==> src/rtl/bpu_pkg.sv <==
// Shared types and index helpers for the two-level branch predictor.
package bpu_pkg;

  typedef enum logic [1:0] {
    SNT = 2'd0,
    WNT = 2'd1,
    WT  = 2'd2,
    ST  = 2'd3
  } ctr_e;

  localparam ctr_e PHT_RESET = WNT;

  function automatic logic [63:0] get_set(input logic [63:0] pc, input int idx_w);
    return (pc >> 2) & ((64'd1 << idx_w) - 64'd1);
  endfunction

  function automatic logic [63:0] get_tag(input logic [63:0] pc, input int idx_w);
    return pc >> (idx_w + 2);
  endfunction

  // gshare: word-aligned PC bits folded with global history
  function automatic logic [63:0] pht_index(input logic [63:0] pc, input logic [63:0] ghr,
                                            input int ghr_w);
    return ((pc >> 2) ^ ghr) & ((64'd1 << ghr_w) - 64'd1);
  endfunction

  function automatic logic [1:0] ctr_next(input logic [1:0] c, input logic taken);
    if (taken) return (c == ST)  ? ST  : c + 2'd1;
    else       return (c == SNT) ? SNT : c - 2'd1;
  endfunction

endpackage

==> src/rtl/bpu_pht.sv <==
// gshare pattern history table plus global history register.
// Exposes the update-side prediction only when BPU_PERF_CNT_EN is defined.
module bpu_pht
  import bpu_pkg::*;
#(
  parameter int PC_WIDTH  = 64,
  parameter int GHR_WIDTH = 6
) (
  input  logic                clk,
  input  logic                rstn,
  input  logic [PC_WIDTH-1:0] lk_pc,
  output logic                lk_taken,
  input  logic                upd_vld,
  input  logic [PC_WIDTH-1:0] upd_pc,
  input  logic                upd_taken
`ifdef BPU_PERF_CNT_EN
  ,
  output logic                upd_pred
`endif
);

  localparam int ENTRIES = 1 << GHR_WIDTH;

  logic [1:0]           pht [ENTRIES];
  logic [GHR_WIDTH-1:0] ghr;
  logic [GHR_WIDTH-1:0] lk_idx;
  logic [GHR_WIDTH-1:0] upd_idx;

  assign lk_idx   = GHR_WIDTH'(pht_index(64'(lk_pc), 64'(ghr), GHR_WIDTH));
  assign upd_idx  = GHR_WIDTH'(pht_index(64'(upd_pc), 64'(ghr), GHR_WIDTH));
  assign lk_taken = pht[lk_idx][1];
`ifdef BPU_PERF_CNT_EN
  assign upd_pred = pht[upd_idx][1];
`endif

  always_ff @(posedge clk or negedge rstn) begin
    if (!rstn) begin
      ghr <= '0;
      for (int i = 0; i < ENTRIES; i++) pht[i] <= PHT_RESET;
    end else if (upd_vld) begin
      ghr          <= {ghr[GHR_WIDTH-2:0], upd_taken};
      pht[upd_idx] <= ctr_next(pht[upd_idx], upd_taken);
    end
  end

endmodule

==> src/rtl/bpu_two_level.sv <==
// Two-level BPU: 2-way LRU BTB with gshare direction prediction.
// Optional performance counters are enabled by defining BPU_PERF_CNT_EN.
module bpu_two_level
  import bpu_pkg::*;
#(
  parameter int                  PC_WIDTH  = 64,
  parameter int                  BTB_SETS  = 8,
  parameter int                  GHR_WIDTH = 6,
  parameter logic [PC_WIDTH-1:0] RESET_PC  = '0
) (
  input  logic                clk,
  input  logic                rstn,
  input  logic [PC_WIDTH-1:0] ifu_bpu_addr,
  input  logic                ifu_bpu_vaild,
  input  logic                ifu_bpu_hit_vld,
  output logic [PC_WIDTH-1:0] bpu_ifu_npc,
  output logic                bpu_ifu_pred_taken,
  output logic                bpu_ifu_btb_hit,
  input  logic                alu_bpu_upd_vld,
  input  logic [PC_WIDTH-1:0] alu_bpu_upd_pc,
  input  logic [PC_WIDTH-1:0] alu_bpu_upd_target,
  input  logic                alu_bpu_upd_taken
`ifdef BPU_PERF_CNT_EN
  ,
  output logic [31:0]         bpu_perf_lookup,
  output logic [31:0]         bpu_perf_hit,
  output logic [31:0]         bpu_perf_mispred
`endif
);

  localparam int IDX_W = $clog2(BTB_SETS);
  localparam int TAG_W = PC_WIDTH - IDX_W - 2;

  // btb_lru holds the index of the least recently used way of each set
  logic                btb_vld  [BTB_SETS][2];
  logic [TAG_W-1:0]    btb_tags [BTB_SETS][2];
  logic [PC_WIDTH-1:0] btb_tgt  [BTB_SETS][2];
  logic                btb_lru  [BTB_SETS];

  logic [IDX_W-1:0]    lk_set, up_set, set_q;
  logic [TAG_W-1:0]    lk_tag, up_tag;
  logic                lk_hit0, lk_hit1, lk_hit, lk_way, lk_pht_taken, lk_taken;
  logic                up_hit0, up_hit1, up_hit, up_hit_way, up_alloc_way, up_way;
  logic [PC_WIDTH-1:0] lk_npc;
  logic                pend, way_q, touch;

  assign lk_set  = IDX_W'(get_set(64'(ifu_bpu_addr), IDX_W));
  assign lk_tag  = TAG_W'(get_tag(64'(ifu_bpu_addr), IDX_W));
  assign lk_hit0 = btb_vld[lk_set][0] && (btb_tags[lk_set][0] == lk_tag);
  assign lk_hit1 = btb_vld[lk_set][1] && (btb_tags[lk_set][1] == lk_tag);
  assign lk_hit  = lk_hit0 || lk_hit1;
  assign lk_way  = !lk_hit0;
  assign lk_taken = lk_hit && lk_pht_taken;
  assign lk_npc  = lk_taken ? btb_tgt[lk_set][lk_way] : ifu_bpu_addr + PC_WIDTH'(4);

  assign up_set       = IDX_W'(get_set(64'(alu_bpu_upd_pc), IDX_W));
  assign up_tag       = TAG_W'(get_tag(64'(alu_bpu_upd_pc), IDX_W));
  assign up_hit0      = btb_vld[up_set][0] && (btb_tags[up_set][0] == up_tag);
  assign up_hit1      = btb_vld[up_set][1] && (btb_tags[up_set][1] == up_tag);
  assign up_hit       = up_hit0 || up_hit1;
  assign up_hit_way   = !up_hit0;
  assign up_alloc_way = !btb_vld[up_set][0] ? 1'b0 :
                        !btb_vld[up_set][1] ? 1'b1 : btb_lru[up_set];
  assign up_way       = up_hit ? up_hit_way : up_alloc_way;

  assign touch = pend && bpu_ifu_btb_hit && ifu_bpu_hit_vld;

`ifdef BPU_PERF_CNT_EN
  logic up_pht_pred;
`endif

  bpu_pht #(.PC_WIDTH(PC_WIDTH), .GHR_WIDTH(GHR_WIDTH)) u_pht (
    .clk       (clk),
    .rstn      (rstn),
    .lk_pc     (ifu_bpu_addr),
    .lk_taken  (lk_pht_taken),
    .upd_vld   (alu_bpu_upd_vld),
    .upd_pc    (alu_bpu_upd_pc),
    .upd_taken (alu_bpu_upd_taken)
`ifdef BPU_PERF_CNT_EN
    ,
    .upd_pred  (up_pht_pred)
`endif
  );

  always_ff @(posedge clk or negedge rstn) begin
    if (!rstn) begin
      bpu_ifu_npc        <= RESET_PC;
      bpu_ifu_pred_taken <= 1'b0;
      bpu_ifu_btb_hit    <= 1'b0;
      pend               <= 1'b0;
      set_q              <= '0;
      way_q              <= 1'b0;
    end else begin
      pend <= ifu_bpu_vaild;
      if (ifu_bpu_vaild) begin
        bpu_ifu_npc        <= lk_npc;
        bpu_ifu_pred_taken <= lk_taken;
        bpu_ifu_btb_hit    <= lk_hit;
        set_q              <= lk_set;
        way_q              <= lk_way;
      end
    end
  end

  // The update's LRU write comes last so it wins over a same-set touch
  always_ff @(posedge clk or negedge rstn) begin
    if (!rstn) begin
      for (int s = 0; s < BTB_SETS; s++) begin
        btb_lru[s] <= 1'b0;
        for (int w = 0; w < 2; w++) begin
          btb_vld[s][w]  <= 1'b0;
          btb_tags[s][w] <= '0;
          btb_tgt[s][w]  <= '0;
        end
      end
    end else begin
      if (touch) btb_lru[set_q] <= ~way_q;
      if (alu_bpu_upd_vld && alu_bpu_upd_taken) begin
        btb_vld[up_set][up_way]  <= 1'b1;
        btb_tags[up_set][up_way] <= up_tag;
        btb_tgt[up_set][up_way]  <= alu_bpu_upd_target;
        btb_lru[up_set]          <= ~up_way;
      end
    end
  end

`ifdef BPU_PERF_CNT_EN
  logic up_pred_taken, up_mispred;

  assign up_pred_taken = up_hit && up_pht_pred;
  assign up_mispred    = (up_pred_taken != alu_bpu_upd_taken) ||
                         (alu_bpu_upd_taken && btb_tgt[up_set][up_hit_way] != alu_bpu_upd_target);

  always_ff @(posedge clk or negedge rstn) begin
    if (!rstn) begin
      bpu_perf_lookup  <= '0;
      bpu_perf_hit     <= '0;
      bpu_perf_mispred <= '0;
    end else begin
      if (ifu_bpu_vaild) bpu_perf_lookup <= bpu_perf_lookup + 32'd1;
      if (touch) bpu_perf_hit <= bpu_perf_hit + 32'd1;
      if (alu_bpu_upd_vld && up_mispred) bpu_perf_mispred <= bpu_perf_mispred + 32'd1;
    end
  end
`endif

endmodule
==> config.mk <==
export PLATFORM = sky130hd
export DESIGN_NAME = bpu_two_level
export DESIGN_NICKNAME = d
export VERILOG_FILES = /design/src/rtl/bpu_pkg.sv /design/src/rtl/bpu_pht.sv /design/src/rtl/bpu_two_level.sv
export SDC_FILE = /design/constraint.sdc
export NUM_CORES = 2
export LEC_CHECK = 0
export CAP_MARGIN = 20
export CELL_PAD_IN_SITES_DETAIL_PLACEMENT = 1
export CELL_PAD_IN_SITES_GLOBAL_PLACEMENT = 2
export CORE_MARGIN = 2
export CORE_UTILIZATION = 25
export CTS_CLUSTER_SIZE = 12
export DETAILED_ROUTE_END_ITERATION = 7
export PLACE_DENSITY = 0.55
export SLEW_MARGIN = 15
export SYNTH_ARGS = -nofsm -noshare
export SYNTH_HDL_FRONTEND = slang
export SYNTH_SLANG_ARGS = --single-unit
export TNS_END_PERCENT = 100
==> constraint.sdc <==
create_clock -name clk -period 5.68 [get_ports clk]
set_input_delay 1.704 -clock clk [delete_from_list [all_inputs] [get_ports clk]]
set_output_delay 1.704 -clock clk [all_outputs]
set_load 0.05 [all_outputs]
After elaboration in Yosys (flattened, before gate mapping)
Index checks and enable logic that the tools add are counted.
{"block": "word_totals", "regBits": 2197, "wordCells": 235}
{"block": "op_classes", "addsub": 3, "bitwise_logic": 12, "reduce_logical": 17, "order_cmp": 11, "n_mux": 60, "eq_ne": 5}
{"operator": "$bwmux W1024", "count": 1}
{"operator": "$bwmux W944", "count": 1}
{"operator": "$bmux W118 S3", "count": 2}
{"operator": "$mux W118", "count": 5}
{"operator": "$bmux W128 S3", "count": 1}
{"operator": "$demux W128 S3", "count": 1}
{"operator": "$mux W128", "count": 3}
{"operator": "$demux W118 S3", "count": 1}
{"operator": "$mux W64", "count": 5}
{"operator": "$eq A59 B59 Y1", "count": 4}
{"operator": "$bwmux W128", "count": 1}
{"operator": "$add A64 B3 Y64 const B", "count": 1}
{"operator": "$demux W64 S1", "count": 1}
{"operator": "$demux W59 S1", "count": 1}
{"operator": "$mux W59", "count": 1}
{"operator": "$mux W2", "count": 14}
{"operator": "$bmux W2 S6", "count": 2}
{"operator": "$bwmux W8", "count": 2}
{"operator": "$mux W8", "count": 2}
{"operator": "$or A16 B16 Y16", "count": 1}
{"operator": "$ge A7 B7 Y1 const B", "count": 2}
{"operator": "$not A6 Y7", "count": 2}
{"operator": "$bmux W2 S3", "count": 2}
{"operator": "$demux W2 S6", "count": 1}
{"operator": "other kinds (21)", "count": 51}

Longest topological paths before layout
{"block": "depth", "word_depth": 16, "ltp_mapped": 19, "depth_no_buf": 10}

Hierarchy
From an unflattened synthesis, not the netlist that was laid out.
{"block": "hier_totals", "hier_cells": 8066, "area_unflattened_um2": 111836.0}
{"module": "bpu_two_level", "n_inst": 1, "area_per_inst_um2": 105078.3, "cells_per_inst": 7389, "seq_area_each_um2": 51624.5}
{"module": "bpu_pht", "n_inst": 1, "area_per_inst_um2": 6757.7, "cells_per_inst": 677, "seq_area_each_um2": 3433.3}

Worst setup path after synthesis
Ideal clock, no wire load.
{"block": "synth_path", "kind": "input port to flip-flop", "startpoint": "input port alu_bpu_upd_pc[3]", "endpoint": "register btb_tags[708] (netlist name)", "path_stages": 16, "t_arrival_ns": 5.400, "setup_time_ns": 0.125, "path_slack_ns": 0.155, "path_cell_list": "buf_4 buf_6 buf_6 buf_2 mux2_2 a222oi_1 o21ai_1 xor2_1 a2111oi_1 nand4_1 o31ai_4 nand2_4 nor2_2 buf_2 buf_6 mux2_2"}
{"block": "synth_via", "elab_chain_len": 16, "elab_cells_between_ends": 31, "classes_between": "4 x order compare; 2 x eq/ne; 17 x mux; 2 x bitwise; 6 x reduce/logical"}
{"item": "from (decl)", "line_no": "bpu_two_level.sv:20", "source": "input logic [PC_WIDTH-1:0] alu_bpu_upd_pc,"}
{"item": "$not A3 Y4 (implied by the code) (*)"}
{"item": "$bmux W118 S3", "line_no": "bpu_two_level.sv:58, bpu_two_level.sv:59"}
{"item": "$mux W118 (implied by the code) (2 in series)", "line_no": "bpu_two_level.sv:59", "source": "assign up_hit1 = btb_vld[up_set][1] && (btb_tags[up_set][1] == up_tag);"}
{"item": "$eq A59 B59 Y1 (on tied branches)", "line_no": "bpu_two_level.sv:58, bpu_two_level.sv:59"}
{"item": "$logic_and A1 B1 Y1 (on tied branches)", "line_no": "bpu_two_level.sv:58, bpu_two_level.sv:59"}
{"item": "$logic_not A1 Y1 or $logic_or A1 B1 Y1 (tied branches)", "line_no": "bpu_two_level.sv:61, bpu_two_level.sv:60"}
{"item": "$mux W1", "line_no": "bpu_two_level.sv:64", "source": "assign up_way = up_hit ? up_hit_way : up_alloc_way;"}
{"item": "$not A1 Y2 (implied by the code)", "line_no": "bpu_two_level.sv:121", "source": "btb_tags[up_set][up_way] <= up_tag;"}
{"item": "$ge A2 B2 Y1 (implied by the code) or $lt A2 B1 Y1 (tied branches)", "line_no": "bpu_two_level.sv:121"}
{"item": "$logic_and A1 B1 Y1 (implied by the code)", "line_no": "bpu_two_level.sv:121"}
{"item": "$mux W59 (implied by the code)", "line_no": "bpu_two_level.sv:121"}
{"item": "$demux W59 S1", "line_no": "bpu_two_level.sv:121"}
{"item": "$mux W118 (implied by the code)", "line_no": "bpu_two_level.sv:121"}
{"item": "$demux W118 S3 (*)", "line_no": "bpu_two_level.sv:121"}
{"item": "$bwmux W944 (*)", "line_no": "bpu_two_level.sv:121"}
{"item": "to (signal, indexed assignment)", "line_no": "bpu_two_level.sv:121"}
{"item": "to (decl)", "line_no": "bpu_two_level.sv:36", "source": "logic [TAG_W-1:0] btb_tags [BTB_SETS][2];"}
Mark *: on every way between the ends. The rest lies on a longest branch, timed or not. The select of a mux whose other input is x is not followed.
A chain may end at the register's enable or synchronous reset.

Worst setup path in the final report
{"block": "layout_path", "startpoint": "input port alu_bpu_upd_pc[4]", "endpoint": "register btb_tags[550] (netlist name)"}
Same word-level chain as after synthesis.

==> run_results.csv <==
group,metric,value,unit
power_and_ir_drop,power,59.2,mW
clock_tree,cts_buffers,284,
grt,overflow,0,
run_status,outcome,"finished clean",
setup_path,critPathKind,"input port to register",
die,dieArea,0.452,mm2
place,hpwl,336000,um
job,cap_viol_max_count,0,
setup_path,rr_worst_depth,15,
synthesis,synth_area_leaders,"dfrtp_1, mux2_2, mux4_2",
route,detail-route-antenna-nets,0,
setup_path,critPathLaunchType,"input port",
route,drtIter0Drc,5100,
route,wirelength,467000,um
clock_tree,clock_sinks,2197,
die,initial_core_util,25.1,%
sta,fin_crit,5.65,ns
grt,grt_usage,20.4,%
hold_path,hold_path_class,"register to register",
clock_tree,cts_buffer_depth,4,
grt,grt_start_max_net_pins,192,
hold_path,worstHoldStart,"u_pht.pht[10]",
grt,first_global_vias,83900,
route,routed_via_density,5.02,
finish,area_growth,25.4,%
sta,finalClockSkew,0.0733,ns
setup_path,r2r_start,"btb_tags[314]",
sta,hold_ws,0.476,ns
grt,antenna_found_initial,43,
finish,nets,9273,
place,dpl_worst_slack,-0.898,ns
setup_path,crit_arrival,6.40,ns
setup_path,timing.rr.end,"btb_tags[550]",
finish,final_area,0.140,mm2
synthesis,netlist_area,0.112,mm2
setup_path,critPathRequiredTime,6.43,ns
die,fp.dieH,673,um
route,post_drt_wl_per_cell,30.7,um
grt,grt_pass1_wl,665000,um
sta,finalWorstSetupSlack,0.0284,ns
hold_path,min_to,"u_pht.pht[10]",
synthesis,yosys_most_used_dff,"dfrtp_1",
sta,finalSetupViolations,0,
clock_tree,cts_tree,"done",
clock_tree,cts_htree_levels,5,
route,drt-pass1-iter-count,7,
die,core_area,0.445,mm2
synthesis,ys_seq_area_share,49.3,%
power_and_ir_drop,ir_drop,242,uV
synthesis,yosysTopAreaCell,"dfrtp_1",
finish,drive_gt1_share,47.6,%
finish,nFillCells,47100,
sta,fmax,177,MHz
die,io_pins,264,
hold_path,whs_path_depth,2,
route,drc,0,
synthesis,synth_top_cell_area_share,47.8,%
power_and_ir_drop,power.leakage,59.3,nW
setup_path,ff2ff_setup_slack,0.84,ns
clock_tree,cts_root_buffer,"clkbuf_16",
synthesis,async_flop_share,100,%
synthesis,syn-num-nets,8307,
die,num_rows,245,
synthesis,synth-edff-count,0,
sta,fin_crit_sh,99.5,%
die,chipWidth,673,um
power_and_ir_drop,power_density,422,mW/mm2
clock_tree,clk_pin_slew,0.06,ns
sta,grt_setup_unrepaired,"no",
synthesis,synth.most_common_cell,"dfrtp_1",
route,vias,76300,
clock_tree,clk-insertion-delay-late,0.93,ns
synthesis,avgSynthCellArea,13.8,um2
sta,hold_viol,0,
synthesis,ys_types,88,
synthesis,ys_ff_latch,2197,
place,port_buffers,261,
synthesis,yosys_warnings,0,
setup_path,crit_fanout,18,
finish,fin_util,31.5,%
sta,relSlewSlack,25.6,%
place,gp_congestion,0.921,
sta,tightestPinTransition,1.11,ns
clock_tree,cts_hold_buf,0,
synthesis,synth_cells,8108,
setup_path,critPathCaptureType,"register",
synthesis,synth_common_cells,"dfrtp_1, mux2_2, mux4_2",
sta,finalMaxSlewViolations,0,
place,placed_area,0.131,mm2
==> cells by family (layout without fill, tap and decap cells) <==
group	Yosys count	count (layout)	share of synthesized area [%]
simple gates	1080	1080	4.56
xor+xnor	266	266	2.09
buf+inv	768	1938	3.26
compound gates	794	794	4.63
flops	2197	2197	49.3
mux	3001	3001	36.2
other cells	0	12	0
fa+ha+maj	2	2	0.0202
==> metal layers <==
metal	track usage, %	up-vias	part of all wire [%]
li1	-	32100	-
met1	27.6	41700	44
met2	33.2	1838	47
met3	2.95	667	4.8
met4	7.37	20	4.0
met5	0	-	0.028
==> stage by stage <==
| step | TNS [ns] | instances |
|---|---|---|
| after floorplan | 0 | 8108 |
| after global placement | -1396.79 | 14700 |
| after detailed placement | -1426.64 | 14700 |
| after CTS | 0 | 15200 |
| after global routing | 0 | 15200 |
| final | 0 | 15200 |
==> layout by cell type (no fill, tap or decap), types with 170 or more instances in the layout <==
| cell | Yosys | routed |
|---|---|---|
| clkbuf_16 | 0 | 291 |
| buf_4 | 58 | 886 |
| clkdlybuf4s50_1 | 0 | 253 |
| mux2_2 | 2012 | 2012 |
| dfrtp_1 | 2133 | 2133 |
| xnor2_1 | 173 | 170 |
| mux4_2 | 609 | 609 |
| mux2i_1 | 326 | 326 |
| nand2_1 | 568 | 568 |
| o21ai_0 | 264 | 264 |
| buf_12 | 0 | 287 |
==> flip-flops by register name, indices dropped and copies added, names as in the netlist <==
signal / cells
bpu_ifu_btb_hit: 1
u_pht.ghr: 6
u_pht.pht: 128
bpu_ifu_npc: 64
set_q: 3
btb_tags: 944
btb_vld: 16
btb_tgt: 1024
way_q: 1
btb_lru: 8
pend: 1
bpu_ifu_pred_taken: 1
==> cell type report <==
cell class                 count  area [um2]  share of cell area (%)
antenna                       12        30.0                  0.0214
inverter                      15        71.3                  0.0509
tap                         5928        7420                    5.29
multi-input combinational   5143       53300                    38.0
clock buffer                 423        8400                    5.99
timing repair buffer        1433       15000                    10.7
clock inverter                67         795                   0.567
sequential                  2197       55100                    39.3
==> what timing repair did <==
action | in CTS | in global routing
setup buffers | 0 | 0
resized for setup | 0 | 6
setup endpoints to repair | 0 | 286
==> worst max-delay path, cell delays in order <==
cell	delay, ns
buf_8	0.26
buf_12	0.20
buf_4	0.20
clkinvlp_4	0.34
buf_4	0.33
mux2i_1	0.15
xnor2_1	0.77
nor4_1	0.14
buf_4	0.22
nand4_1	0.10
buf_4	0.21
o31ai_4	0.10
buf_12	0.16
buf_4	0.21
a21oi_4	0.38
buf_4	0.26
buf_12	0.21
mux2_2	0.36
==> power by group <==
part	internal [mW]	total [mW]	switching, mW
combinational	9.23	16.6	7.40
clock	10.8	18.1	7.36
sequential	21.0	24.4	3.44
==> how the worst max path moves through the flow <==
stage / from / endpoint / depth (start not counted)
2_1_floorplan: alu_bpu_upd_pc[3] / btb_tags[708] / 16
3_3_place_gp: alu_bpu_upd_pc[2] / btb_tags[550] / 16
3_5_place_dp: alu_bpu_upd_pc[2] / btb_tags[571] / 18
4_1_cts: alu_bpu_upd_pc[2] / btb_tags[550] / 18
5_1_grt: alu_bpu_upd_pc[4] / btb_tags[556] / 18
6_report: alu_bpu_upd_pc[4] / btb_tags[550] / 18
(Power assumes the default switching activity.)
